File: src/rtl/mem_stage_ctrl_if.sv
// Data-memory request/acknowledge bus between the memory-stage controller and a
// multi-cycle data memory.
interface mem_stage_ctrl_if #(
    parameter int unsigned data_size = 32
) ();
    logic                 req;
    logic                 we;
    logic [data_size-1:0] addr;
    logic [data_size-1:0] wdata;
    logic [data_size-1:0] rdata;
    logic                 ack;

    modport master (
        output req, we, addr, wdata,
        input  rdata, ack
    );

    modport slave (
        input  req, we, addr, wdata,
        output rdata, ack
    );
endinterface

File: src/rtl/mem_stage_ctrl.sv
// Memory-stage controller: runs req/ack accesses to a multi-cycle data memory, stalls upstream
// and feeds the Memory/Writeback register. Define DMEM_TIMEOUT_EN to enable the ack timeout.
module mem_stage_ctrl #(
    parameter int unsigned data_size = 32
`ifdef DMEM_TIMEOUT_EN
    ,
    parameter int unsigned TIMEOUT_CYCLES = 255
`endif
) (
    input  logic                 clk,
    input  logic                 reset,
    input  logic [data_size-1:0] ALUOutM,
    input  logic [data_size-1:0] WriteDataM,
    input  logic [4:0]           WriteRegM,
    input  logic                 RegWriteM,
    input  logic                 MemtoRegM,
    input  logic                 MemWriteM,
    output logic                 StallM,
    mem_stage_ctrl_if.master     dmem,
    output logic [data_size-1:0] ALUOutW,
    output logic [data_size-1:0] ReadDataW,
    output logic [4:0]           WriteRegW,
    output logic                 RegWriteW,
    output logic                 MemtoRegW,
    output logic [31:0]          StallCnt,
    output logic                 MemErr
);

    typedef enum logic {StIdle, StReq} state_e;

    state_e               state_q, state_d;
    logic                 req_q, req_d;
    logic                 we_q, we_d;
    logic [data_size-1:0] addr_q, addr_d;
    logic [data_size-1:0] wdata_q, wdata_d;
    logic [data_size-1:0] alu_w_q, alu_w_d;
    logic [data_size-1:0] rd_w_q, rd_w_d;
    logic [4:0]           wreg_w_q, wreg_w_d;
    logic                 regw_w_q, regw_w_d;
    logic                 m2r_w_q, m2r_w_d;
    logic [31:0]          stall_cnt_q, stall_cnt_d;

    logic access, ack_done, fault, done;

    // A simultaneous load+store request is treated as a store through we_d = MemWriteM.
    assign access   = MemtoRegM | MemWriteM;
    assign ack_done = (state_q == StReq) && dmem.ack;
    assign done     = ack_done | fault;
    assign StallM   = access & ~done;

`ifdef DMEM_TIMEOUT_EN
    logic [15:0] to_cnt_q, to_cnt_d;
    logic        mem_err_q, mem_err_d;

    // Counter sits at zero while idle, so it is already clear on entry to StReq.
    assign fault = (state_q == StReq) && !dmem.ack && (to_cnt_q == 16'(TIMEOUT_CYCLES - 1));

    always_comb begin
        to_cnt_d  = to_cnt_q;
        mem_err_d = mem_err_q | fault;
        if (state_q == StIdle) begin
            to_cnt_d = 16'd0;
        end else if (!dmem.ack) begin
            to_cnt_d = to_cnt_q + 16'd1;
        end
    end

    always_ff @(posedge clk) begin
        if (reset) begin
            to_cnt_q  <= 16'd0;
            mem_err_q <= 1'b0;
        end else begin
            to_cnt_q  <= to_cnt_d;
            mem_err_q <= mem_err_d;
        end
    end

    assign MemErr = mem_err_q;
`else
    assign fault  = 1'b0;
    assign MemErr = 1'b0;
`endif

    always_comb begin
        state_d = state_q;
        req_d   = req_q;
        we_d    = we_q;
        addr_d  = addr_q;
        wdata_d = wdata_q;
        case (state_q)
            StIdle: begin
                if (access) begin
                    state_d = StReq;
                    req_d   = 1'b1;
                    we_d    = MemWriteM;
                    addr_d  = ALUOutM;
                    wdata_d = WriteDataM;
                end
            end
            StReq: begin
                if (done) begin
                    state_d = StIdle;
                    req_d   = 1'b0;
                end
            end
            default: state_d = StIdle;
        endcase
    end

    always_comb begin
        alu_w_d     = alu_w_q;
        rd_w_d      = rd_w_q;
        wreg_w_d    = wreg_w_q;
        regw_w_d    = regw_w_q;
        m2r_w_d     = m2r_w_q;
        stall_cnt_d = stall_cnt_q;
        if (StallM) begin
            // Bubble: clear control, keep data so W-stage forwarding paths stay quiet.
            wreg_w_d = 5'd0;
            regw_w_d = 1'b0;
            m2r_w_d  = 1'b0;
            if (stall_cnt_q != 32'hFFFF_FFFF) begin
                stall_cnt_d = stall_cnt_q + 32'd1;
            end
        end else begin
            alu_w_d  = ALUOutM;
            wreg_w_d = WriteRegM;
            regw_w_d = RegWriteM;
            m2r_w_d  = MemtoRegM;
            if (fault) begin
                regw_w_d = 1'b0;
                rd_w_d   = '0;
            end else if (ack_done && !we_q) begin
                rd_w_d = dmem.rdata;
            end
        end
    end

    always_ff @(posedge clk) begin
        if (reset) begin
            state_q     <= StIdle;
            req_q       <= 1'b0;
            we_q        <= 1'b0;
            addr_q      <= '0;
            wdata_q     <= '0;
            alu_w_q     <= '0;
            rd_w_q      <= '0;
            wreg_w_q    <= 5'd0;
            regw_w_q    <= 1'b0;
            m2r_w_q     <= 1'b0;
            stall_cnt_q <= 32'd0;
        end else begin
            state_q     <= state_d;
            req_q       <= req_d;
            we_q        <= we_d;
            addr_q      <= addr_d;
            wdata_q     <= wdata_d;
            alu_w_q     <= alu_w_d;
            rd_w_q      <= rd_w_d;
            wreg_w_q    <= wreg_w_d;
            regw_w_q    <= regw_w_d;
            m2r_w_q     <= m2r_w_d;
            stall_cnt_q <= stall_cnt_d;
        end
    end

    assign dmem.req   = req_q;
    assign dmem.we    = we_q;
    assign dmem.addr  = addr_q;
    assign dmem.wdata = wdata_q;
    assign ALUOutW    = alu_w_q;
    assign ReadDataW  = rd_w_q;
    assign WriteRegW  = wreg_w_q;
    assign RegWriteW  = regw_w_q;
    assign MemtoRegW  = m2r_w_q;
    assign StallCnt   = stall_cnt_q;

endmodule

File: src/flat_wrapper.sv
// flat-port wrapper written by rule: the top's interface ports become plain ports
module mem_stage_ctrl_flat 
#(
    parameter int unsigned data_size = 32

)
  (clk, reset, ALUOutM, WriteDataM, WriteRegM, RegWriteM, MemtoRegM, MemWriteM, StallM, ALUOutW, ReadDataW, WriteRegW, RegWriteW, MemtoRegW, StallCnt, MemErr, dmem_req, dmem_we, dmem_addr, dmem_wdata, dmem_rdata, dmem_ack);
  mem_stage_ctrl_if #(.data_size(data_size)) dmem_i ();
  input  logic clk;
  input  logic reset;
  input  logic [data_size-1:0] ALUOutM;
  input  logic [data_size-1:0] WriteDataM;
  input  logic [4:0] WriteRegM;
  input  logic RegWriteM;
  input  logic MemtoRegM;
  input  logic MemWriteM;
  output logic StallM;
  output logic [data_size-1:0] ALUOutW;
  output logic [data_size-1:0] ReadDataW;
  output logic [4:0] WriteRegW;
  output logic RegWriteW;
  output logic MemtoRegW;
  output logic [31:0] StallCnt;
  output logic MemErr;
  output wire logic [$bits(dmem_i.req)-1:0] dmem_req;
  output wire logic [$bits(dmem_i.we)-1:0] dmem_we;
  output wire logic [$bits(dmem_i.addr)-1:0] dmem_addr;
  output wire logic [$bits(dmem_i.wdata)-1:0] dmem_wdata;
  input wire logic [$bits(dmem_i.rdata)-1:0] dmem_rdata;
  input wire logic [$bits(dmem_i.ack)-1:0] dmem_ack;
  assign dmem_req = dmem_i.req;
  assign dmem_we = dmem_i.we;
  assign dmem_addr = dmem_i.addr;
  assign dmem_wdata = dmem_i.wdata;
  assign dmem_i.rdata = dmem_rdata;
  assign dmem_i.ack = dmem_ack;
  mem_stage_ctrl #(.data_size(data_size)) u_core (.clk(clk), .reset(reset), .ALUOutM(ALUOutM), .WriteDataM(WriteDataM), .WriteRegM(WriteRegM), .RegWriteM(RegWriteM), .MemtoRegM(MemtoRegM), .MemWriteM(MemWriteM), .StallM(StallM), .dmem(dmem_i), .ALUOutW(ALUOutW), .ReadDataW(ReadDataW), .WriteRegW(WriteRegW), .RegWriteW(RegWriteW), .MemtoRegW(MemtoRegW), .StallCnt(StallCnt), .MemErr(MemErr));
endmodule
File: config.mk
export PLATFORM = sky130hd
export DESIGN_NAME = mem_stage_ctrl_flat
export DESIGN_NICKNAME = d
export VERILOG_FILES = /design/src/rtl/mem_stage_ctrl_if.sv /design/src/rtl/mem_stage_ctrl.sv /design/src/flat_wrapper.sv
export SDC_FILE = /design/constraint.sdc
export NUM_CORES = 1
export LEC_CHECK = 0
export BUFFER_PORTS_ARGS = -buffer_cell sky130_fd_sc_hd__buf_2
export CAP_MARGIN = 20
export CORE_MARGIN = 1
export CORE_UTILIZATION = 25
export CTS_BUF_LIST = sky130_fd_sc_hd__clkbuf_8
export CTS_CLUSTER_DIAMETER = 60
export DETAILED_ROUTE_END_ITERATION = 8
export GPL_TIMING_DRIVEN = 1
export PLACE_DENSITY_LB_ADDON = 0.2
export SYNTH_ARGS = -nofsm -noshare
export SYNTH_HDL_FRONTEND = slang
export SYNTH_SLANG_ARGS = --single-unit
File: constraint.sdc
create_clock -name clk -period 6.33 [get_ports clk]
set_input_delay 1.266 -clock clk [delete_from_list [all_inputs] [get_ports clk]]
set_output_delay 1.266 -clock clk [all_outputs]
set_load 0.01 [all_outputs]
==> results of run 1 <==
## where the power goes
part	leakage (nW)	switching [W]	internal [W]
Combinational	2.20	0.000175	0.000103
Sequential	1.39	0.0000277	0.00112
Clock	0.204	0.000435	0.000377
## layer usage
metal	up-vias	part of all wire, %	track usage [%]
met5	-	0	0
met4	0	1.1	4.76
met3	12	7.6	5.26
met2	190	46	25.1
met1	2776	45	18.9
li1	3136	-	-
## final cells by class
cell class              count  area (um2)  area share (%)
multi-input cells         562        2770            32.9
repair buffers            282        1430            17.0
inverters                   4        15.0           0.178
well taps                 330         413            4.89
flip-flops and latches    170        3400            40.3
clock inverters            13         141            1.68
clock buffers              19         262            3.10
## sequential cells by signal, summed over array words and instances (netlist names)
name	count
u_core.dmem.req	1
u_core.dmem.we	1
u_core.RegWriteW	1
u_core.WriteRegW	5
u_core.ReadDataW	32
u_core.dmem.addr	32
u_core.dmem.wdata	32
u_core.ALUOutW	32
u_core.MemtoRegW	1
u_core.state_q	1
u_core.StallCnt	32
## per-stage QoR
step	worst slack, ns	hold WS [ns]	util [%]	instances
2_1_floorplan	2.80	0.476	-	790
3_3_place_gp	3.01	0.435	32.0	1348
3_5_place_dp	3.02	0.441	32.0	1348
4_1_cts	3.06	0.454	33.6	1380
5_1_grt	3.05	0.474	33.6	1380
6_report	3.07	0.452	33.6	1380
## cell families after synthesis
group                      count (synthesis)
other                                      1
DFF                                      170
and+or+nand+nor                          373
adders and majority gates                  1
AOI/OAI and AO/OA                        172
buffers and inverters                     58
muxes                                      9
xor gates and xnor gates                   6
## final timing paths
kind / slack (ns) / to / start
max reg2reg: 3.96 / u_core.StallCnt[30]$_SDFFE_PP0P_ / u_core.state_q$_SDFF_PP0_
min reg2reg: 0.45 / u_core.ALUOutW[29]$_SDFFE_PP0N_ / u_core.ALUOutW[29]$_SDFFE_PP0N_
max: 3.07 / StallM / MemtoRegM
min: 0.45 / u_core.ALUOutW[29]$_SDFFE_PP0N_ / u_core.ALUOutW[29]$_SDFFE_PP0N_
## cells in the mapped netlist (2+ instances only)
library cell	number	share of area [%]
or2_2	2	0.20
a21oi_1	146	11
xnor2_1	4	0.55
buf_2	3	0.24
nand2_1	268	16
nand4_1	12	1.2
and3_1	4	0.39
nor2b_1	7	0.69
nor2_1	26	1.5
nand3_1	10	0.78
o31ai_1	4	0.47
nor4_4	2	0.67
xor2_1	2	0.27
nor4_1	6	0.59
or3_1	9	0.88
a211oi_1	4	0.47
buf_1	7	0.41
o21ai_0	10	0.78
clkbuf_1	42	2.5
dfxtp_1	170	53
mux2_1	4	0.71
nor3_1	5	0.39
or4_1	4	0.47
mux2_2	4	0.71
inv_1	3	0.18
and2_1	8	0.78
## worst max-delay path, cell delays in order
cell and delay [ns]:
buf_2 0.15, o2bb2ai_4 0.16, clkinv_1 0.21, buf_2 0.21
==> impl_metrics.ini, run 1 <==
[placed_design]
numPortBuffers = 276
place_congestion = 0.761
placed_cell_area_um2 = 8040
dp_hpwl_um = 13400

[timing]
finalSetupTns_ns = 0
max_slew_margin_pct = 42.8
tightest_slew_ns = 0.858
finalMaxSlewViolations = 0
setup_viol = 0
report.final.hold_viol_count = 0
rsz0062_at_grt = no
clock_skew_ns = 0.0217
finalCritPeriodShare_pct = 51.4
timing.fmax_mhz = 307
period_needed_ns = 3.26

[floorplan]
dieWidth_um = 162
rows = 58
die_h_um = 162
io_pins = 278
coreArea_um2 = 25100
start_util_pct = 25.4
die-area_um2 = 26200

[clock_tree]
cts_tree = yes
cts-htree-levels = 4
path_clk_slew_ns = 0.10
cts-buffers-inserted = 17
cts-root-buf = clkbuf_8
insertion_delay_ns = 0.45
cts_setup_buffers = 0
cts_resized = 0
cts.path.max_buffers = 2
postCtsHoldBufs = 0
clkSinkCount = 170

[logic_synthesis]
synth_area_um2 = 6380
syn_area_per_cell_um2 = 8.08
synth_xor_area_share_pct = 0.824
ys_seq_area_share_pct = 53.3
synth_top_family_by_area = simple AND/OR/NAND/NOR gates
synth_edf_count = 0
yosysWarnings = 0
synth-async-reset-ratio_pct = 0
ys_types = 50
synth-main-ff-cell = dfxtp_1
synth_seq_cells = 170
synth.area.mux_share_pct = 1.57
synth_compound_area_share_pct = 14.4
synthCells = 790
synth_fp_nets = 898
synth_fa_ha_area_share_pct = 0.196
synthSimpleGateAreaFrac_pct = 26.0

[detailed_routing]
routed_via_density = 4.43
drt-initial-drc-count = 405
wl_um = 20200
vias = 6114
first_pass_iters = 5
ant_nets = 0
wire_per_inst_um = 14.7
route.detailed.drc = 0

[critical_path]
ff2ff_path_depth = 6
required_ns = 5.06
crit_path_max_fanout = 4
endpoint_kind = primary output
worstPathArrival_ns = 1.99
worstSetupPathType = in -> out
start_kind = input port

[global_route]
grt_pass1_wl_um = 31900
grt_use_total_pct = 15.3
grt_max_degree = 101
antenna_found_initial = 0
overflow = 0
grt_pass1_vias = 5832

[status]
outcome = complete, no violations

[final_layout]
layout_commonest_cell = buf_2
nets = 1145
antenna_cells = 0
drive_gt1_share_pct = 31.4
syn2layout_area_growth_pct = 32.3
final_area_um2 = 8440
num-fill-cells = 2787
final_cell_mix = buf_2, nand2_1, dfxtp_1, a21oi_1, nor2_1

[pwr]
finalPower_w = 0.00224
irDropWorstVdd_v = 0.000123
power.leakage_nw = 3.79
powerDensity_nw_per_um2 = 266

[min_path]
min_path_cells = 2
hp-class = reg -> reg

[job]
max_cap_violations = 0
Note: power is estimated with default switching activity, not from simulation.
==> run 2: changes to the inputs <==
clock period = 3 ns   (was 6.33 ns; I/O delays follow)
==> impl_metrics.ini, run 2 (synthesis gave the netlist of run 1 again) <==
[status]
outcome = complete, no violations

[detailed_routing]
route.detailed.drc = 0
first_pass_iters = 4
drt-initial-drc-count = 274
wl_um = 19900
vias = 6166
routed_via_density = 4.45
wire_per_inst_um = 14.4
ant_nets = 0

[pwr]
switchingPower_w = 0.00136
power.leakage_nw = 3.83
seqPwrFrac_pct = 51.3
finalPower_w = 0.00474
swShare_pct = 28.7
comb_power_share_pct = 12.6
powerDensity_nw_per_um2 = 556
internal-power_w = 0.00338
irDropWorstVdd_v = 0.000278
p_clk_share_pct = 36.1

[floorplan]
coreArea_um2 = 25100
io_pins = 278
dieWidth_um = 162
die_h_um = 162
start_util_pct = 25.4
die-area_um2 = 26200
rows = 58

[placed_design]
place_congestion = 0.746
placed_cell_area_um2 = 8120
numPortBuffers = 276
dp_hpwl_um = 13600

[timing]
finalCritPeriodShare_pct = 76.1
timing.fmax_mhz = 438
period_needed_ns = 2.28
tightest_slew_ns = 0.646
max_slew_margin_pct = 56.9
setup_viol = 0
rsz0062_at_grt = no
finalMaxSlewViolations = 0
clock_skew_ns = 0.0172
finalSetupTns_ns = 0
report.final.hold_viol_count = 0

[critical_path]
crit_buf_inv = 0
rr_startpoint = u_core.StallCnt[0]$_SDFFE_PP0P_
endpoint_kind = flop
crit_path_max_incr_delay_ns = 0.58
worstSetupPathType = reg -> reg
crit_start = u_core.StallCnt[0]$_SDFFE_PP0P_
required_ns = 3.36
crit_path_max_fanout = 6
critPathSlowestCell = or4_4
critical_path.top_delay_family = simple AND/OR/NAND/NOR gates
start_kind = flop
worstPathArrival_ns = 2.64
crit_chain = ha_1, nand4_1, or4_4, a211oi_1, a21oi_1, a31o_2

[global_route]
grt_pass1_wl_um = 31100
antenna_found_initial = 0
met3_usage_pct = 4.85
grt_use_total_pct = 15.1
grt-busiest-layer = met2
grt_max_degree = 76
use_met2_pct = 24.5
grt_pass1_vias = 5881
grt_use_met1_pct = 18.7
overflow = 0

[clock_tree]
cts-root-buf = clkbuf_8
cts-htree-levels = 4
cts_resized = 0
cts_tree = yes
clkSinkCount = 170
cts.path.max_buffers = 2
postCtsHoldBufs = 0
cts-buffers-inserted = 17
path_clk_slew_ns = 0.10
insertion_delay_ns = 0.46
cts_setup_buffers = 0

[min_path]
min-delay-start = WriteRegM[1]
hp-class = in -> reg

[final_layout]
final_cell_mix = buf_2, nand2_1, dfxtp_1, a21oi_1, nor2_1
syn2layout_area_growth_pct = 33.6
num-fill-cells = 2770
drive_gt1_share_pct = 32.0
nets = 1151
antenna_cells = 0
final_area_um2 = 8520
layout_commonest_cell = buf_2

[job]
max_cap_violations = 0
run 2: changes by cell type in the layout (fill, tap and decap cells not counted), sizes merged:
cell and change:
inv -1, clkinv +2, buf +6, clkbuf -1
run 2: path summary, 6_finish.rpt:
kind / end / slack [ns] / depth (start not counted)
setup / recovery: u_core.StallCnt[20]$_SDFFE_PP0P_ / 0.72 / 6
hold / removal: u_core.WriteRegW[1]$_SDFF_PP0_ / 0.35 / 2
setup reg to reg: u_core.StallCnt[20]$_SDFFE_PP0P_ / 0.72 / 6
hold reg to reg: u_core.ALUOutW[19]$_SDFFE_PP0N_ / 0.45 / 2
run 2: worst reg2reg max path: cells and delay by family, from the launching register on:
family                     cells  cell delay, ns
and+or+nand+nor                2            0.80
DFF                            1            0.42
adders and majority gates      1            0.23
AOI/OAI and AO/OA              3            0.75
run 2: power by group through the flow:
stage	clock network, W	logic (W)	registers, W
finish	0.00171	0.000599	0.00243
CTS	0.00180	0.000615	0.00243
global route	0.00188	0.000670	0.00245
global placement	0	0.000614	0.00248
detailed placement	0	0.000615	0.00248
floorplan	0	0.000252	0.00254
run 2: per-layer routing:
layer / vias up / routed length [um]
li1: 3139 / -
met1: 2812 / 8940
met2: 201 / 9160
met3: 14 / 1580
met4: 0 / 264
met5: - / 0
run 2: metrics by stage:
stage / setup WS (ns) / std cells / utilization, % / hold slack (ns)
5_1_grt: 0.624 / 1386 / 33.9 / 0.312
4_1_cts: 0.736 / 1386 / 33.9 / 0.301
2_1_floorplan: 0.802 / 790 / - / 0.476
3_3_place_gp: 0.688 / 1354 / 32.3 / 0.436
3_5_place_dp: 0.689 / 1354 / 32.3 / 0.442
6_report: 0.716 / 1386 / 33.9 / 0.347
run 2: cell type report:
type,instances,area [um2],area share [%]
Sequential cell,170,3400,39.9
Multi-Input combinational cell,562,2770,32.5
Timing Repair Buffer,288,1520,17.8
Tap cell,330,413,4.84
Clock buffer,18,248,2.91
Clock inverter,14,156,1.83
Inverter,4,15.0,0.176
==> run 3: changes to the inputs <==
clock period = 2.1 ns   (was 3 ns; I/O delays follow)
==> impl_metrics.ini, run 3 (synthesis gave the netlist of run 1 again) <==
[final_layout]
drive_gt1_share_pct = 34.2
final_area_um2 = 8750
regArea_um2 = 3410
layout_commonest_cell = buf_2
nets = 1173
final_core_util_pct = 34.8
num-fill-cells = 2763
multi_input_area_um2 = 2820
antenna_cells = 0
final_cell_mix = buf_2, nand2_1, dfxtp_1, a21oi_1, buf_4
syn2layout_area_growth_pct = 37.1

[clock_tree]
path_clk_slew_ns = 0.10
insertion_delay_ns = 0.46
clkSinkCount = 170
cts-buffers-inserted = 17
cts.path.max_buffers = 2
cts-root-buf = clkbuf_8
postCtsHoldBufs = 0
cts-htree-levels = 4
cts_tree = yes

[critical_path]
crit_path_max_incr_delay_ns = 0.46
start_kind = flop
ff2ff_path_depth = 6
critical_path.top_delay_family = simple AND/OR/NAND/NOR gates
worstPathArrival_ns = 2.36
required_ns = 2.48
worstSetupPathType = reg -> reg
ff2ff_setup_slack_ns = 0.11
endpoint_kind = flop
reg2reg_to = u_core.StallCnt[27]$_SDFFE_PP0P_
rr_startpoint = u_core.StallCnt[7]$_SDFFE_PP0P_
crit_buf_inv = 1
critPathSlowestCell = or4b_1
crit_chain = nand4_4, nor4_4, nand4_1, buf_4, or4b_1, a21oi_1
crit_path_max_fanout = 7

[floorplan]
dieWidth_um = 162
io_pins = 278
rows = 58
die_h_um = 162
start_util_pct = 25.4
die-area_um2 = 26200
coreArea_um2 = 25100

[placed_design]
numPortBuffers = 276
place_congestion = 0.758
placed_cell_area_um2 = 8270
dp_hpwl_um = 14000
dp_slack_ns = 0.0220

[timing]
rsz0062_at_grt = yes
report.final.hold_viol_count = 0
finalSetupTns_ns = 0
worst_slack_ns = 0.113
timing.fmax_mhz = 503
period_needed_ns = 1.99
max_slew_margin_pct = 58.3
finalMaxSlewViolations = 0
holdWs_ns = 0.169
clock_skew_ns = 0.0204
tightest_slew_ns = 0.626
setup_viol = 0
finalCritPeriodShare_pct = 94.6

[global_route]
grt_pass1_vias = 5962
grt_use_total_pct = 15.3
grt_max_degree = 70
grt_pass1_wl_um = 31700
antenna_found_initial = 0
overflow = 0

[min_path]
min-delay-start = WriteRegM[1]
min_path_cells = 2
hp-class = in -> reg
worstHoldEndpoint = u_core.WriteRegW[1]$_SDFF_PP0_

[detailed_routing]
first_pass_iters = 6
vias = 6297
wl_um = 20400
drt-initial-drc-count = 304
routed_via_density = 4.48
route.detailed.drc = 0
wire_per_inst_um = 14.5
ant_nets = 0

[job]
max_cap_violations = 0

[status]
outcome = complete, no violations

[pwr]
powerDensity_nw_per_um2 = 773
power.leakage_nw = 3.94
irDropWorstVdd_v = 0.000344
==> run 3: changes by cell type in the layout (fill, tap and decap cells not counted), moves of 2 or more <==
cell / delta
buf_4: +20
dfxtp_1: -3
dfxtp_2: +2
nor4_1: -3
nor4_2: +3
==> run 3: metal layers <==
| layer | global-route usage, % | vias up | wire length, um |
|---|---|---|---|
| li1 | - | 3182 | - |
| met1 | 18.7 | 2902 | 9190 |
| met2 | 25.3 | 198 | 9500 |
| met3 | 4.90 | 15 | 1470 |
| met4 | 4.93 | 0 | 252 |
| met5 | 0 | - | 0 |
==> run 3: cell type report <==
class                      count  area share, %
timing repair buffer         310           19.4
tap                          330           4.72
sequential                   170           39.0
clock inverter                14           1.82
multi-input combinational    562           32.2
inverter                       4          0.172
clock buffer                  17           2.68
==> run 3: power breakdown <==
group,switching (W),leakage [nW],internal (W)
clock network,0.00133,0.188,0.00108
registers,0.0000795,1.39,0.00339
logic,0.000535,2.36,0.000347
total,0.00195,3.94,0.00482
==> run 3: per-stage QoR <==
stage | total power [W] | cells
2_1_floorplan | 0.00399 | 790
3_3_place_gp | 0.00443 | 1371
3_5_place_dp | 0.00444 | 1371
4_1_cts | 0.00690 | 1403
5_1_grt | 0.00713 | 1407
6_report | 0.00676 | 1407
==> run 3: repair_timing <==
action	in CTS	in global routing
resized for setup	2	9
buffers inserted	1	4
setup endpoints to repair	2	19
pin swaps	1	3
==> run 3: how the worst max path moves through the flow <==
| stage | from | endpoint | depth (start not counted) |
|---|---|---|---|
| 6_report | u_core.StallCnt[7]$_SDFFE_PP0P_ | u_core.StallCnt[27]$_SDFFE_PP0P_ | 6 |
| 5_1_grt | u_core.StallCnt[7]$_SDFFE_PP0P_ | u_core.StallCnt[27]$_SDFFE_PP0P_ | 6 |
| 4_1_cts | u_core.state_q$_SDFF_PP0_ | StallM | 5 |
| 3_5_place_dp | u_core.StallCnt[2]$_SDFFE_PP0P_ | u_core.StallCnt[27]$_SDFFE_PP0P_ | 5 |
| 3_3_place_gp | u_core.StallCnt[2]$_SDFFE_PP0P_ | u_core.StallCnt[25]$_SDFFE_PP0P_ | 5 |
| 2_1_floorplan | u_core.StallCnt[0]$_SDFFE_PP0P_ | u_core.StallCnt[20]$_SDFFE_PP0P_ | 6 |
